### src/rtl/id_ex_stage.sv
// ID/EX pipeline register with load-use hazard detection, flush/freeze control
// and saturating stall/flush event counters.
module id_ex_stage (
  input  logic        clk_i,
  input  logic        rst_i,
  input  logic [4:0]  rs_ID_i,
  input  logic [4:0]  rt_ID_i,
  input  logic [4:0]  rd_ID_i,
  input  logic [31:0] rs_data_ID_i,
  input  logic [31:0] rt_data_ID_i,
  input  logic [31:0] imm_ID_i,
  input  logic [9:0]  ctrl_ID_i,
  input  logic        uses_rt_ID_i,
  input  logic        valid_ID_i,
  input  logic        flush_i,
  input  logic        freeze_i,
  output logic [4:0]  rs_EX_o,
  output logic [4:0]  rt_EX_o,
  output logic [4:0]  rd_EX_o,
  output logic [31:0] rs_data_EX_o,
  output logic [31:0] rt_data_EX_o,
  output logic [31:0] imm_EX_o,
  output logic [9:0]  ctrl_EX_o,
  output logic        valid_EX_o,
  output logic        PCWrite_o,
  output logic        IFIDWrite_o,
  output logic        stall_o,
  output logic [15:0] stall_cnt_o,
  output logic [15:0] flush_cnt_o
);

  localparam int unsigned REG_W        = 5;
  localparam int unsigned DATA_W       = 32;
  localparam int unsigned CTRL_W       = 10;
  localparam int unsigned CNT_W        = 16;
  localparam int unsigned CTRL_MEMREAD = 1;

  typedef struct packed {
    logic [REG_W-1:0]  rs;
    logic [REG_W-1:0]  rt;
    logic [REG_W-1:0]  rd;
    logic [DATA_W-1:0] rs_data;
    logic [DATA_W-1:0] rt_data;
    logic [DATA_W-1:0] imm;
    logic [CTRL_W-1:0] ctrl;
    logic              valid;
  } ex_reg_t;

  ex_reg_t          ex_q;
  ex_reg_t          ex_d;
  logic [CNT_W-1:0] stall_cnt_q;
  logic [CNT_W-1:0] stall_cnt_d;
  logic [CNT_W-1:0] flush_cnt_q;
  logic [CNT_W-1:0] flush_cnt_d;
  logic             hazard;

  // Load in EX whose destination is a live source of the ID instruction; r0 never hazards.
  always_comb begin
    hazard = ex_q.valid & ex_q.ctrl[CTRL_MEMREAD] & (ex_q.rt != '0) & valid_ID_i &
             ((ex_q.rt == rs_ID_i) | (uses_rt_ID_i & (ex_q.rt == rt_ID_i)));
  end

  assign stall_o     = hazard & ~flush_i & ~freeze_i;
  assign PCWrite_o   = ~(stall_o | freeze_i);
  assign IFIDWrite_o = ~(stall_o | freeze_i);

  // Register update priority: flush, freeze, stall bubble, normal load.
  always_comb begin
    ex_d = ex_q;
    if (flush_i) begin
      ex_d = '0;
    end else if (freeze_i) begin
      ex_d = ex_q;
    end else if (stall_o) begin
      ex_d = '0;
    end else begin
      ex_d.rs      = rs_ID_i;
      ex_d.rt      = rt_ID_i;
      ex_d.rd      = rd_ID_i;
      ex_d.rs_data = rs_data_ID_i;
      ex_d.rt_data = rt_data_ID_i;
      ex_d.imm     = imm_ID_i;
      ex_d.ctrl    = valid_ID_i ? ctrl_ID_i : '0;
      ex_d.valid   = valid_ID_i;
    end
  end

  // Saturating event counters; a flush counts even while frozen.
  always_comb begin
    stall_cnt_d = stall_cnt_q;
    flush_cnt_d = flush_cnt_q;
    if (stall_o && (stall_cnt_q != '1)) begin
      stall_cnt_d = stall_cnt_q + CNT_W'(1);
    end
    if (flush_i && (flush_cnt_q != '1)) begin
      flush_cnt_d = flush_cnt_q + CNT_W'(1);
    end
  end

  always_ff @(posedge clk_i or negedge rst_i) begin
    if (!rst_i) begin
      ex_q        <= '0;
      stall_cnt_q <= '0;
      flush_cnt_q <= '0;
    end else begin
      ex_q        <= ex_d;
      stall_cnt_q <= stall_cnt_d;
      flush_cnt_q <= flush_cnt_d;
    end
  end

  assign rs_EX_o      = ex_q.rs;
  assign rt_EX_o      = ex_q.rt;
  assign rd_EX_o      = ex_q.rd;
  assign rs_data_EX_o = ex_q.rs_data;
  assign rt_data_EX_o = ex_q.rt_data;
  assign imm_EX_o     = ex_q.imm;
  assign ctrl_EX_o    = ex_q.ctrl;
  assign valid_EX_o   = ex_q.valid;
  assign stall_cnt_o  = stall_cnt_q;
  assign flush_cnt_o  = flush_cnt_q;

endmodule

### config.mk
export PLATFORM = sky130hd
export DESIGN_NAME = id_ex_stage
export DESIGN_NICKNAME = d
export VERILOG_FILES = /design/src/rtl/id_ex_stage.sv
export SDC_FILE = /design/constraint.sdc
export NUM_CORES = 1
export LEC_CHECK = 0
export CAP_MARGIN = 20
export CORE_ASPECT_RATIO = 1.4
export CORE_MARGIN = 10
export CORE_UTILIZATION = 38
export CTS_CLUSTER_SIZE = 24
export DETAILED_ROUTE_END_ITERATION = 10
export GPL_TIMING_DRIVEN = 0
export PLACE_DENSITY = 0.8
export SLEW_MARGIN = 20
export SYNTH_ARGS = -nofsm -noshare
export SYNTH_HDL_FRONTEND = slang
export SYNTH_SLANG_ARGS = --single-unit
### constraint.sdc
create_clock -name clk_i -period 2.6 [get_ports clk_i]
set_clock_uncertainty 0.05 [all_clocks]
set_input_delay 0.65 -clock clk_i [delete_from_list [all_inputs] [get_ports clk_i]]
set_output_delay 0.65 -clock clk_i [all_outputs]
set_load 0.02 [all_outputs]
==> flow_summary.ini, run 1 <==
[setup_path]
crit-reg2reg-capture = stall_cnt_o[12]$_DFFE_PN0P_
critical_path.max_fanout = 3
endpoint_kind = output port
timing.critical_path.arrival_ps = 2130
critical_path.top_delay_family = simple AND/OR/NAND/NOR gates
path_class = flip-flop to output port
reg2reg_setup_slack_ps = 190
timing.rr.start = rt_EX_o[4]$_DFFE_PN0P_
worstSetupPathDepth = 7
slowest_stage = dfrtp_2
worstPathCellList = buf_6 -> or4_4 -> o2111a_2 -> nand2b_4 -> and2_4 -> buf_6 -> buf_6
r2r_cells = 7
worstPathBufferInverterCount = 3
critical_path.endpoint = PCWrite_o
cpPeakStageDelay_ps = 440
required_ps = 1900
setup.worst_path.start = rt_EX_o[4]$_DFFE_PN0P_
cpMostUsedCell = buf_6
crit_path_start_kind = flip-flop

[floorplan]
number_of_ports_placed_on_the_die_boundary = 284
core.rowCount = 55
initial_utilization_pct = 38.7
fp.dieH_um = 172
core_area_mm2 = 0.0162
floorplan.die_area_mm2 = 0.0222
die_x_um = 129

[power_and_ir_drop]
switchingPower_uw = 1730
p_leak_uw = 0.00424
swShare_pct = 27.2
pwr-share-seq_pct = 42.4
power.share.clock_pct = 39.3
peak_ir_drop_on_the_vdd_network_mv = 0.356
power_frac_comb_pct = 18.3
power.internal_uw = 4630
power_density_cells_mw_per_mm2 = 628

[clock_tree]
path_clk_slew_ps = 70
clk_latency_ps = 420
tritoncts = built
cts_max_path_buffers = 2
cts_htree_levels = 4
clockRootBuffer = clkbuf_16
clkSinkCount = 154
cts_buffers = 17

[global_routing]
grt_first_pass_wirelength_um = 34900
overflow = 0
maximum_number_of_pins_on_one_net_before_global_route_repair = 84
first_global_vias = 6186
globalRouteTotalUtil_pct = 20.4
number_of_antenna_violations_at_the_first_check_in_global_routing = 2

[sta]
final_period_minus_worst_setup_slack_ps = 2830
finalSetupViolations = 3
timing.final.hold_violations = 0
final.setup.worst_slack_ps = -231
grt_setup_unrepaired = yes
holdWs_ps = 166
worst-slew-pin-transition_ps = 661
slew_violations = 0
finalCritPeriodShare_pct = 109
max_clock_freq_mhz = 353
max_slew_margin_pct = 54.8

[synthesis]
ys_types = 40
async_reset_ff_share_pct = 100
synth-seq-cells = 154
mappedNetlistNets = 600
yosysWarnings = 0
average_footprint_of_a_synthesized_cell_um2 = 13.4
synth_seq_area_share_pct = 61.3
synth_ff_type = dfrtp_1
post_synth_inst_count = 471
synth_enable_flop_cells = 0
synth.cell_area_mm2 = 0.00629

[cells_and_area]
num-nets-final = 908
drive_above_1_share_pct = 10.7
flow.area_growth_from_synthesis_pct = 60.8
utilization_pct = 62.3
fillerInstances = 1278

[detailed_routing]
number_of_nets_with_antenna_violations_after_routing = 0
drt-pass1-iter-count = 5
vias = 5699
drt-total-wl_um = 23100
drt-vias-per-instance = 5.73
routed_wire_length_per_instance_um = 23.3
first_iter_violations = 455
drc = 0

[run_status]
outcome = finished with violations
violations = setup timing

[place]
port_buffers = 281
routabilityCongestion = 0.814
dpl.hpwl_um = 17600

[min_path]
worstHoldPathType = input port to asynchronous set/reset pin

[flow_run]
max_cap_viols = 0
## flip-flops by register name, summed over array words and instances (netlist names)
signal,flops
rt_data_EX_o,32
rs_data_EX_o,32
ctrl_EX_o,10
flush_cnt_o,16
rt_EX_o,5
rs_EX_o,5
imm_EX_o,32
rd_EX_o,5
valid_EX_o,1
stall_cnt_o,16
## synth_stat cells, types with 2 or more instances
cell type,n,area [um2]
buf_2,11,55.1
a21oi_1,8,40.0
nand3_1,10,50.1
mux2_2,3,33.8
nor3_1,5,25.0
nand4_1,10,62.6
nor2b_1,2,12.5
a32o_1,101,1010
xor2_1,24,210
nor3b_1,6,45.0
xnor2_1,13,114
a22o_1,15,131
nand2_1,20,75.1
and3_1,3,18.8
or4_1,4,30.0
ha_1,2,25.0
nor4_1,8,50.1
buf_4,2,15.0
clkbuf_1,26,97.6
o211ai_1,5,37.5
buf_6,6,67.6
nor4_2,3,37.5
nor2_1,13,48.8
o2111a_1,2,22.5
dfrtp_1,154,3850
## cells by family (layout without fill, tap and decap cells)
kind of cell / after synthesis / count (layout) / share of synthesized area, %
flops: 154 / 154 / 61.3
simple gates: 91 / 91 / 8.02
xor+xnor: 37 / 37 / 5.15
other cells: 0 / 3 / 0
compound gates: 138 / 138 / 20.8
buf+inv: 46 / 367 / 3.80
mux: 3 / 3 / 0.537
fa+ha+maj: 2 / 2 / 0.398
## repair_timing
item	in CTS	in global routing
hold buffers	0	0
setup endpoints to repair	33	40
gates resized for setup	38	9
cloned	1	0
buffers inserted	8	5
pin swaps	8	5
## per-stage QoR
stage	power, uW	TNS, ps	setup slack [ps]	cells	instance area (um2)
2_1_floorplan	3190	-184	-157	471	6310
3_3_place_gp	3840	-815260	-5570	951	9370
3_5_place_dp	3890	-43750	-1500	952	9400
4_1_cts	6400	-4430	-341	989	10100
5_1_grt	6590	-2350	-287	993	10100
6_report	6350	-597	-231	994	10100
## layout by cell type (no fill, tap or decap), types with 11 or more instances in the layout
master,instances
clkbuf_16,17
nand2_1,20
dfrtp_1,149
clkbuf_1,28
a32o_1,101
clkdlybuf4s50_1,268
xor2_1,23
xnor2_1,13
buf_2,11
nor2_1,12
buf_4,11
a22o_1,15
## power groups by stage
stage | Combinational (uW) | Clock, uW | Sequential (uW)
after CTS | 1170 | 2540 | 2690
after floorplan | 288 | 0 | 2900
after detailed placement | 1160 | 0 | 2730
after global placement | 1120 | 0 | 2720
after global routing | 1240 | 2650 | 2710
final | 1160 | 2500 | 2690
## metal layers
layer	vias to the layer above	global-route usage (%)	wire length [um]
li1	2481	-	-
met1	2898	20.7	8020
met2	274	35.8	12300
met3	46	8.27	2080
met4	0	9.67	760
met5	-	0	0
## how the worst min path moves through the flow
stage | cells past startpoint | end
after floorplan | 0 | ctrl_EX_o[0]$_DFFE_PN0P_
after global placement | 1 | imm_EX_o[8]$_DFFE_PN0P_
after detailed placement | 1 | imm_EX_o[14]$_DFFE_PN0P_
after CTS | 1 | flush_cnt_o[15]$_DFFE_PN0P_
after global routing | 1 | flush_cnt_o[7]$_DFFE_PN0P_
final | 1 | flush_cnt_o[15]$_DFFE_PN0P_
## area by class of cell
type,count,area (um2),area share (%)
Tap cell,199,249,2.46
Inverter,1,3.75,0.0371
Buffer,39,181,1.79
Sequential cell,154,3860,38.2
Antenna cell,3,7.51,0.0742
Multi-Input combinational cell,271,2250,22.3
Clock buffer,21,460,4.55
Timing Repair Buffer,295,2970,29.3
Clock inverter,11,133,1.31
Power figures use the tool's default switching activity.
==> inputs of run 2 (changes only) <==
--- a/config.mk
+++ b/config.mk
@@ -8,11 +8,11 @@
 export CAP_MARGIN = 20
 export CORE_ASPECT_RATIO = 1.4
 export CORE_MARGIN = 10
-export CORE_UTILIZATION = 38
+export CORE_UTILIZATION = 41
 export CTS_CLUSTER_SIZE = 24
 export DETAILED_ROUTE_END_ITERATION = 10
 export GPL_TIMING_DRIVEN = 0
-export PLACE_DENSITY = 0.8
+export PLACE_DENSITY = 0.82
 export SLEW_MARGIN = 20
 export SYNTH_ARGS = -nofsm -noshare
 export SYNTH_HDL_FRONTEND = slang
==> constraint.sdc (replaced) <==
create_clock -name clk_i -period 3 [get_ports clk_i]
set_clock_uncertainty 0.05 [all_clocks]
set_input_delay 0.75 -clock clk_i [delete_from_list [all_inputs] [get_ports clk_i]]
set_output_delay 0.75 -clock clk_i [all_outputs]
set_load 0.02 [all_outputs]
==> run 2 against run 1 <==
The flow now finishes without violations; sequential power is 13% lower; register-to-register slack better by 530 ps; hold slack gained 66 ps; clock power decreased by 19%; non-clock buffer count is 3 lower; largest power group unchanged.
==> flow_summary.ini, run 2 (synthesis results as in run 1) <==
[run_status]
outcome = finished, final reports clean

[floorplan]
initial_utilization_pct = 41.8
floorplan.die_area_mm2 = 0.0208
core_area_mm2 = 0.0151
core.rowCount = 53
die_x_um = 125
fp.dieH_um = 167
number_of_ports_placed_on_the_die_boundary = 284

[global_routing]
grt_first_pass_wirelength_um = 34900
number_of_antenna_violations_at_the_first_check_in_global_routing = 0
globalRouteTotalUtil_pct = 20.9
first_global_vias = 6172
overflow = 0
maximum_number_of_pins_on_one_net_before_global_route_repair = 89

[sta]
finalSetupViolations = 0
final.setup.worst_slack_ps = 134
slew_violations = 0
max_clock_freq_mhz = 349
worst-slew-pin-transition_ps = 615
max_slew_margin_pct = 58.0
grt_setup_unrepaired = no
finalCritPeriodShare_pct = 95.5
timing.final.hold_violations = 0
final_period_minus_worst_setup_slack_ps = 2870

[flow_run]
max_cap_viols = 0

[setup_path]
crit_path_start_kind = flip-flop
r2r_cells = 6
setup.worst_path.start = rt_EX_o[2]$_DFFE_PN0P_
timing.critical_path.arrival_ps = 2070
path_class = flip-flop to output port
timing.rr.start = rt_EX_o[2]$_DFFE_PN0P_
required_ps = 2200
endpoint_kind = output port
critical_path.max_fanout = 5

[clock_tree]
clkSinkCount = 154
cts_buffers = 17
clockRootBuffer = clkbuf_16
cts_htree_levels = 4
post_cts_hold_buffer_count = 0
cts_max_path_buffers = 2
path_clk_slew_ps = 60
clk_latency_ps = 400
tritoncts = built

[place]
place_worst_setup_slack_ps = -1370
port_buffers = 281
routabilityCongestion = 0.874
dpl.hpwl_um = 17400
detailed_place.area_mm2 = 0.00938

[power_and_ir_drop]
p_leak_uw = 0.00420
power_density_cells_mw_per_mm2 = 534
peak_ir_drop_on_the_vdd_network_mv = 0.379

[detailed_routing]
routed_wire_length_per_instance_um = 23.0
drt-pass1-iter-count = 5
first_iter_violations = 414
drt-total-wl_um = 22600
vias = 5668
number_of_nets_with_antenna_violations_after_routing = 0
drc = 0
drt-vias-per-instance = 5.78

[cells_and_area]
utilization_pct = 66.7
final_cell_mix = 267 x clkdlybuf4s50_1, 151 x dfrtp_1, 101 x a32o_1
antenna_cells = 0
drive_above_1_share_pct = 10.5
num-nets-final = 905
fillerInstances = 1106
layout.cell_area.non_filler_mm2 = 0.0100
final_common_cell = clkdlybuf4s50_1
flow.area_growth_from_synthesis_pct = 59.6

[min_path]
worstHoldPathType = input port to asynchronous set/reset pin
==> run 2: cell types whose count changed in the layout (fill, tap and decap cells not counted), sizes merged <==
cell and change:
clkinvlp +3, diode -3, inv -2, buf -1
bufinv -1, clkdlybuf4s15 -1, clkdlybuf4s50 -1, clkinv +1
dlymetal6s2s -1
==> run 2: per-layer routing <==
metal	GRT usage (%)	up-vias	share of wire, %
met5	0	-	0
met3	8.61	54	9.5
li1	-	2466	-
met4	9.24	0	3.8
met2	37.3	276	53
met1	20.5	2872	34
==> run 2: final timing paths <==
path	endpoint	slack, ps
min in group clk_i	imm_EX_o[20]$_DFFE_PN0P_	440
worst min register to register	imm_EX_o[20]$_DFFE_PN0P_	440
worst min-delay path	flush_cnt_o[8]$_DFFE_PN0P_	230
worst max register to register	stall_cnt_o[1]$_DFFE_PN0P_	720
max in group asynchronous	rt_data_EX_o[5]$_DFFE_PN0P_	1880
worst max-delay path	IFIDWrite_o	130
==> run 2: where the power goes <==
group          internal [uW]  switching (uW)
clock                   1170             853
sequential              2210             127
combinational            512             487
==> run 2: critical path, cell delays in order, from the launching register on <==
cell and delay (ps):
dfrtp_2 450, or4_4 550, o2111a_2 300, nand2b_4 90
and2_4 160, buf_6 120
==> run 2: per-stage QoR <==
| stage | hold WS [ps] | instances | setup TNS (ps) | power (uW) |
|---|---|---|---|---|
| 6_report | 231 | 981 | 0 | 5360 |
| 3_3_place_gp | 422 | 944 | -735650 | 3330 |
| 3_5_place_dp | 430 | 945 | -8650 | 3370 |
| 2_1_floorplan | 404 | 471 | 0 | 2760 |
| 5_1_grt | 261 | 981 | 0 | 5570 |
| 4_1_cts | 242 | 982 | 0 | 5410 |
==> run 2: repair_timing <==
action,in CTS,in global routing
pin swaps,6,3
gates cloned,1,0
setup endpoints to repair,3,23
gates resized for setup,49,10
setup buffers,9,0
==> run 2: area by class of cell <==
| cell class | count | area (um2) | share of cell area, % |
|---|---|---|---|
| Multi-Input combinational cell | 271 | 2260 | 22.5 |
| Clock buffer | 20 | 447 | 4.45 |
| Tap cell | 192 | 240 | 2.39 |
| Buffer | 39 | 181 | 1.81 |
| Sequential cell | 154 | 3860 | 38.4 |
| Clock inverter | 12 | 116 | 1.16 |
| Inverter | 1 | 3.75 | 0.0374 |
| Timing Repair Buffer | 292 | 2930 | 29.2 |
==> edit 1, RTL diff (config.mk and constraints of run 1) <==
Make the reset (`rst_i`) synchronous in one clocked block.
--- a/src/rtl/id_ex_stage.sv
+++ b/src/rtl/id_ex_stage.sv
@@ -97,7 +97,7 @@
     end
   end
 
-  always_ff @(posedge clk_i or negedge rst_i) begin
+  always_ff @(posedge clk_i) begin
     if (!rst_i) begin
       ex_q        <= '0;
       stall_cnt_q <= '0;
Check against the original RTL: differs if rst_i is asserted again (counterexample within 4 cycles, from zero or initial values and one cycle with rst_i low); with rst_i held inactive, the same outputs for 4 cycles.
==> edit 1 against run 1 <==
Area after synthesis fell by 11%; worst setup slack improved by 0.32 ns; routed wire length fell by 9.6%; maximum frequency rose by 13%; critical path depth did not move; total power fell by 8.4%; cell area fell by 7.5%; largest power group is now clock; die area fell by 9.9%; critical endpoint unchanged; sequential cell count did not move; combinational power fell by 48%; worst hold slack improved by 0.26 ns.
==> edit 1: results (changes against run 1) <==
** Status
- Run status :: complete, no violations

** Clocking
- Post-CTS clock slew at the launch and capture registers of the worst setup and hold paths :: 0.06 ns

** Timing
- Worst hold slack after final layout :: 0.421 ns (+0.255 ns)
- Max-slew headroom :: 0.562 (+0.0140)

** Power and ir drop
- Power Sequential :: 2.47 mW (-8.2%)
- The worst supply voltage drop on vdd came to 0.416 mV (+17%).
- Power in combinational cells :: 0.609 mW (-48%)
- Switching share of power :: 0.225 (-0.0465)
- Pleak :: 3.50 nW (-18%)

** Global route
- Number of antenna violations at the first check in global routing :: 0 (-2)
- The wire length of the first global-routing pass is 31,800 um (-8.9%).
- GRT Util Overall :: 0.201 (-0.00382)

** Layout
- The number of non-filler instances in the completed layout is 1,011 (+1.7%).
- The share of layout cells above drive strength 1 was 0.107 (-0.000267).
- Count of nets after finishing :: 939 (+3.4%)
- The filler cell count in the final layout was 1,180 (-7.7%).

** Logic synthesis
- Synth warn :: 0 (unchanged)
- Synth top cells by count :: 154 x sky130_fd_sc_hd__dfxtp_1, 121 x sky130_fd_sc_hd__a22o_1, 23 x sky130_fd_sc_hd__buf_2
- The gate count of the mapped netlist came to 503 (+6.8%).
- The fraction of the mapped netlist area in compound gates came to 0.242 (+0.0335).
- The net count of the mapped netlist is 632 (+5.3%).
- The share of cell area taken by muxes after synthesis is 0.0180 (+0.0126).
- Sequential area share after synthesis :: 0.553 (-0.0595)
- The arithmetic-cell share of the synthesized area counting full adders, half adders and majority gates came to 0.00449 (+0.000512).
- Async SR Flop Fraction :: 0 (-1.00)
- The post-synthesis cell type count is 48 (+20%).
- Yosys attributes the largest share of cell area to sky130_fd_sc_hd__dfxtp_1 55%, sky130_fd_sc_hd__a22o_1 19%, sky130_fd_sc_hd__xnor2_1 2.4%.
- The xor and xnor fraction of the mapped netlist area was 0.0267 (-0.0248).

** Routing
- Via count of the routed design :: 5,363 (-5.9%)
- Detailed-router iteration count before antenna repair :: 4 (-1)
- The DRC marker count from the first detailed-route iteration came to 340 (-25%).
- Routed wire length per instance :: 20.7 um (-11%)

** Worst setup path
- In this run the critical register-to-register path is launched from rt_EX_o[4].
- The data arrival time of the worst path is 1.81 ns (-0.32 ns).
- In this run the critical register-to-register path is captured at stall_cnt_o[4].
- Slowest stage cell on the critical path :: sky130_fd_sc_hd__dlygate4sd2_1
- The biggest cell delay along the critical path was 0.27 ns (-0.17 ns).

** Placed design
- The routability-driven placement congestion ratio came to 0.921 (+13%).
- The detailed placement HPWL is 16,200 um (-7.9%).
- The number of instances in the placed design was 975 (+2.4%).
- The number of input and output port buffers inserted was 283 (+0.71%).

** Min path
- Tightest Hold Check Type :: flip-flop to flip-flop
==> edit 1: changes by cell type in the layout (fill, tap and decap cells not counted), moves of 8 or more <==
| cell | run 1 | this run |
|---|---|---|
| sky130_fd_sc_hd__clkbuf_1 | 28 | 9 |
| sky130_fd_sc_hd__xor2_1 | 23 | 2 |
| sky130_fd_sc_hd__dfxtp_1 | 0 | 152 |
| sky130_fd_sc_hd__a22o_1 | 15 | 121 |
| sky130_fd_sc_hd__nand2b_1 | 0 | 8 |
| sky130_fd_sc_hd__clkbuf_2 | 0 | 8 |
| sky130_fd_sc_hd__dfrtp_1 | 149 | 0 |
| sky130_fd_sc_hd__buf_2 | 11 | 22 |
| sky130_fd_sc_hd__mux2i_1 | 0 | 10 |
| sky130_fd_sc_hd__a32o_1 | 101 | 0 |
==> edit 1: logic make-up (layout without fill, tap and decap cells) <==
kind of cell | count (synthesis) | after routing
and+or+nand+nor | 119 | 119
xor gates and xnor gates | 17 | 17
buffers and inverters | 41 | 360
muxes | 10 | 10
AOI/OAI and AO/OA | 160 | 160
adders and majority gates | 2 | 2
DFF | 154 | 154
==> edit 1: worst max-delay path: cells and delay by family <==
family / cells / cell delay (ns)
simple gates: 1 / 0.13
buf+inv: 3 / 0.55
compound gates: 2 / 0.32
xor+xnor: 1 / 0.17
==> edit 1: layout make-up <==
class                      count  area, sq um  area share
sequential                   154         3090       0.330
timing repair buffer         288         2830       0.303
multi-input combinational    308         2340       0.251
clock buffer                  18          439      0.0470
tap                          189          236      0.0253
clock inverter                13          213      0.0227
buffer                        36          183      0.0195
inverter                       5         18.8     0.00201
==> edit 1: worst max path at each step <==
stage                     startpoint     endpoint  slack (ns)  depth (start not counted)
after floorplan           rt_ID_i[0]    PCWrite_o        0.27                          5
after global placement    rs_ID_i[0]    PCWrite_o       -0.85                          7
after detailed placement  rs_ID_i[0]    PCWrite_o       -0.82                          7
after CTS                   freeze_i  IFIDWrite_o        0.01                          4
after global routing      rs_ID_i[2]      stall_o       -0.01                          7
final                     rs_ID_i[2]    PCWrite_o        0.09                          7
==> edit 1: metal layers <==
layer  routed length, um  GRT usage
met2               10600      0.354
met3                2030     0.0812
met1                7810      0.211
met4                 459     0.0639
met5                   0          0
==> edit 1: stage by stage <==
stage	instance area (sq um)	power (mW)	utilization	worst slack, ns
final	9350	5.82	0.647	0.0876
after global routing	9350	6.01	0.647	-0.0121
after CTS	9340	5.87	0.646	0.0136
after detailed placement	8640	3.12	0.598	-0.819
after global placement	8640	3.11	0.598	-0.850
after floorplan	5570	2.73	-	0.274
==> edit 1: repair_timing <==
action                     4_1_cts  5_1_grt
setup endpoints to repair       83       93
pin swaps                        7       13
resized for setup               31       25
buffers inserted                 5        0
==> edit 2, RTL diff (settings of run 1) <==
Made on the original files. Put one more register stage on the output `flush_cnt_o`, cleared by the reset. The value now appears one clock later. The other outputs are not delayed to match.
--- a/src/rtl/id_ex_stage.sv
+++ b/src/rtl/id_ex_stage.sv
@@ -118,7 +118,13 @@
   assign ctrl_EX_o    = ex_q.ctrl;
   assign valid_EX_o   = ex_q.valid;
   assign stall_cnt_o  = stall_cnt_q;
-  assign flush_cnt_o  = flush_cnt_q;
+  always_ff @(posedge clk_i or negedge rst_i) begin
+    if (!rst_i) begin
+      flush_cnt_o <= '0;
+    end else begin
+      flush_cnt_o <= flush_cnt_q;
+    end
+  end
 
 endmodule
 
Function: changed (Yosys sat finds a counterexample within 4 cycles, from zero or initial values and one cycle with rst_i low).
==> edit 2 against run 1 <==
The flow still finishes with violations (negative setup slack); area after synthesis grew 8.0%; clock power is essentially flat; total power grew 5.3%; routed wire length shrank 1.7%; synthesized cell count grew 3.4%; cell area grew 6.0%; sequential cell count grew 16; worst setup slack gained 0.068 ns; cell count grew 5.8%; non-clock buffer count grew 8; critical endpoint unchanged.
==> edit 2: results (changes against run 1) <==
** Logic synthesis
- The arithmetic-cell share of the synthesized area counting full adders, half adders and majority gates came to 0.00368 (-0.000296).
- Netlist cell types :: 42 (+5.0%)
- Sequential area share after synthesis :: 0.626 (+0.0133)
- Top post-synthesis cells by area :: sky130_fd_sc_hd__dfrtp_1 63%, sky130_fd_sc_hd__a32o_1 16%, sky130_fd_sc_hd__xnor2_1 2.7%
- Post-synthesis instance total :: 487 (+3.4%)
- The fraction of the mapped netlist area in compound gates was 0.197 (-0.0113).
- Synth top cells by count :: 170 x sky130_fd_sc_hd__dfrtp_1, 106 x sky130_fd_sc_hd__a32o_1, 27 x sky130_fd_sc_hd__clkbuf_1

** Routing
- The routed length per placed instance came to 21.6 um (-7.1%).
- The DRC marker count from the first detailed-route iteration is 325 (-29%).
- Post-detailed-routing wire length :: 22,700 um (-1.7%)
- The total met2 wirelength after detailed routing came to 11,800 um (-3.8%).
- Total routed wire length on the met1 layer :: 8400 um (+4.7%)
- Metal3 WL :: 2320 um (+11%)

** Global route
- GRT Util Overall :: 0.186 (-0.0185)
- The via count of the first global-routing pass was 5,960 (-3.7%).
- GR met3 Demand/Resource :: 0.0800 (-0.00277)
- The met1 demand-to-capacity share in global routing came to 0.203 (-0.00421).
- The met2 track demand over resource is 0.324 (-0.0339).
- The initial antenna violation count was 0 (-2).
- The wire length of the first global-routing pass was 34,900 um (-0.20%).
- Largest net degree at the start of global routing :: 89 (+6.0%)

** Layout
- Count of nets after finishing :: 932 (+2.6%)
- Share of layout cells above drive strength 1 :: 0.123 (+0.0154)

** Placed design
- The number of input and output port buffers inserted came to 283 (+0.71%).
- Final weighted congestion in routability-driven placement :: 0.828 (+1.7%)
- Final HPWL DP :: 17,000 um (-3.5%)
- Number of cells in the design after placement :: 1,007 (+5.8%)
- The worst slack after detailed placement is -1.38 ns (+0.120 ns).
- The area after detailed placement is 9960 sq um (+5.9%).

** Worst setup path
- The largest individual stage delay along the critical path comes from the cell sky130_fd_sc_hd__or4_4.
- The biggest cell delay along the critical path was 0.57 ns (+0.13 ns).
- The data arrival time of the worst path was 2.06 ns (-0.07 ns).
- The worst-path maximum fanout came to 4 (+1).

** Power and ir drop
- Pleak :: 4.50 nW (+6.1%)
- The worst supply voltage drop on vdd is 0.555 mV (+56%).
- The sequential cell power was 2.99 mW (+11%).
- The internal power came to 4.84 mW (+4.5%).
- The power per cell area came to 624 nW/um^2 (-0.60%).

** Clocking
- The count of instances resized after the clock tree is built is 50 (+32%).
- Post-CTS repair timing setup buffer count :: 13 (+5)
- The number of buffers between clock root and the deepest sink came to 2 (unchanged).
- The cell sitting at the root of the clock tree is a sky130_fd_sc_hd__clkbuf_16.

** Timing
- Fin worst setup slack :: -0.163 ns (+0.0680 ns)
- The number of setup violations in the final report was 3 (unchanged).
- The post-route worst hold slack came to 0.149 ns (-0.0171 ns).
- Post-Route Setup TNS :: -0.349 ns (+0.249 ns)

** Status
- The run finished, with violations left.
- The checks that failed: negative setup slack.
## edit 2: path summary, 6_finish.rpt
check,from,endpoint,slack (ns),cells after the start
hold reg to reg,flush_cnt_q[13],flush_cnt_o[13],0.36,0
hold / removal,rst_i,rd_EX_o[4],0.15,1
max in group asynchronous,rst_i,rs_data_EX_o[13],1.50,2
setup / recovery,rt_EX_o[2],PCWrite_o,-0.16,5
min in group clk_i,flush_cnt_q[13],flush_cnt_o[13],0.36,0
setup reg to reg,rt_EX_o[1],stall_cnt_o[1],0.28,7
## edit 2: final cells by class
cell class                 instances  area [sq um]
fill                            1374          6760
sequential                       170          4260
timing repair buffer             300          2990
multi-input combinational        269          2340
clock buffer                      17           425
tap                              236           295
buffer                            42           240
clock inverter                    14           149
inverter                           3          11.3
antenna                            1          2.50
## edit 2: kinds of logic after synthesis
group / count (synthesis)
adder cells (fa/ha/maj): 2
multiplexers: 3
AO/OA/AOI/OAI: 134
buffers and inverters: 48
flip-flops: 170
XOR/XNOR: 38
AND/OR/NAND/NOR: 92
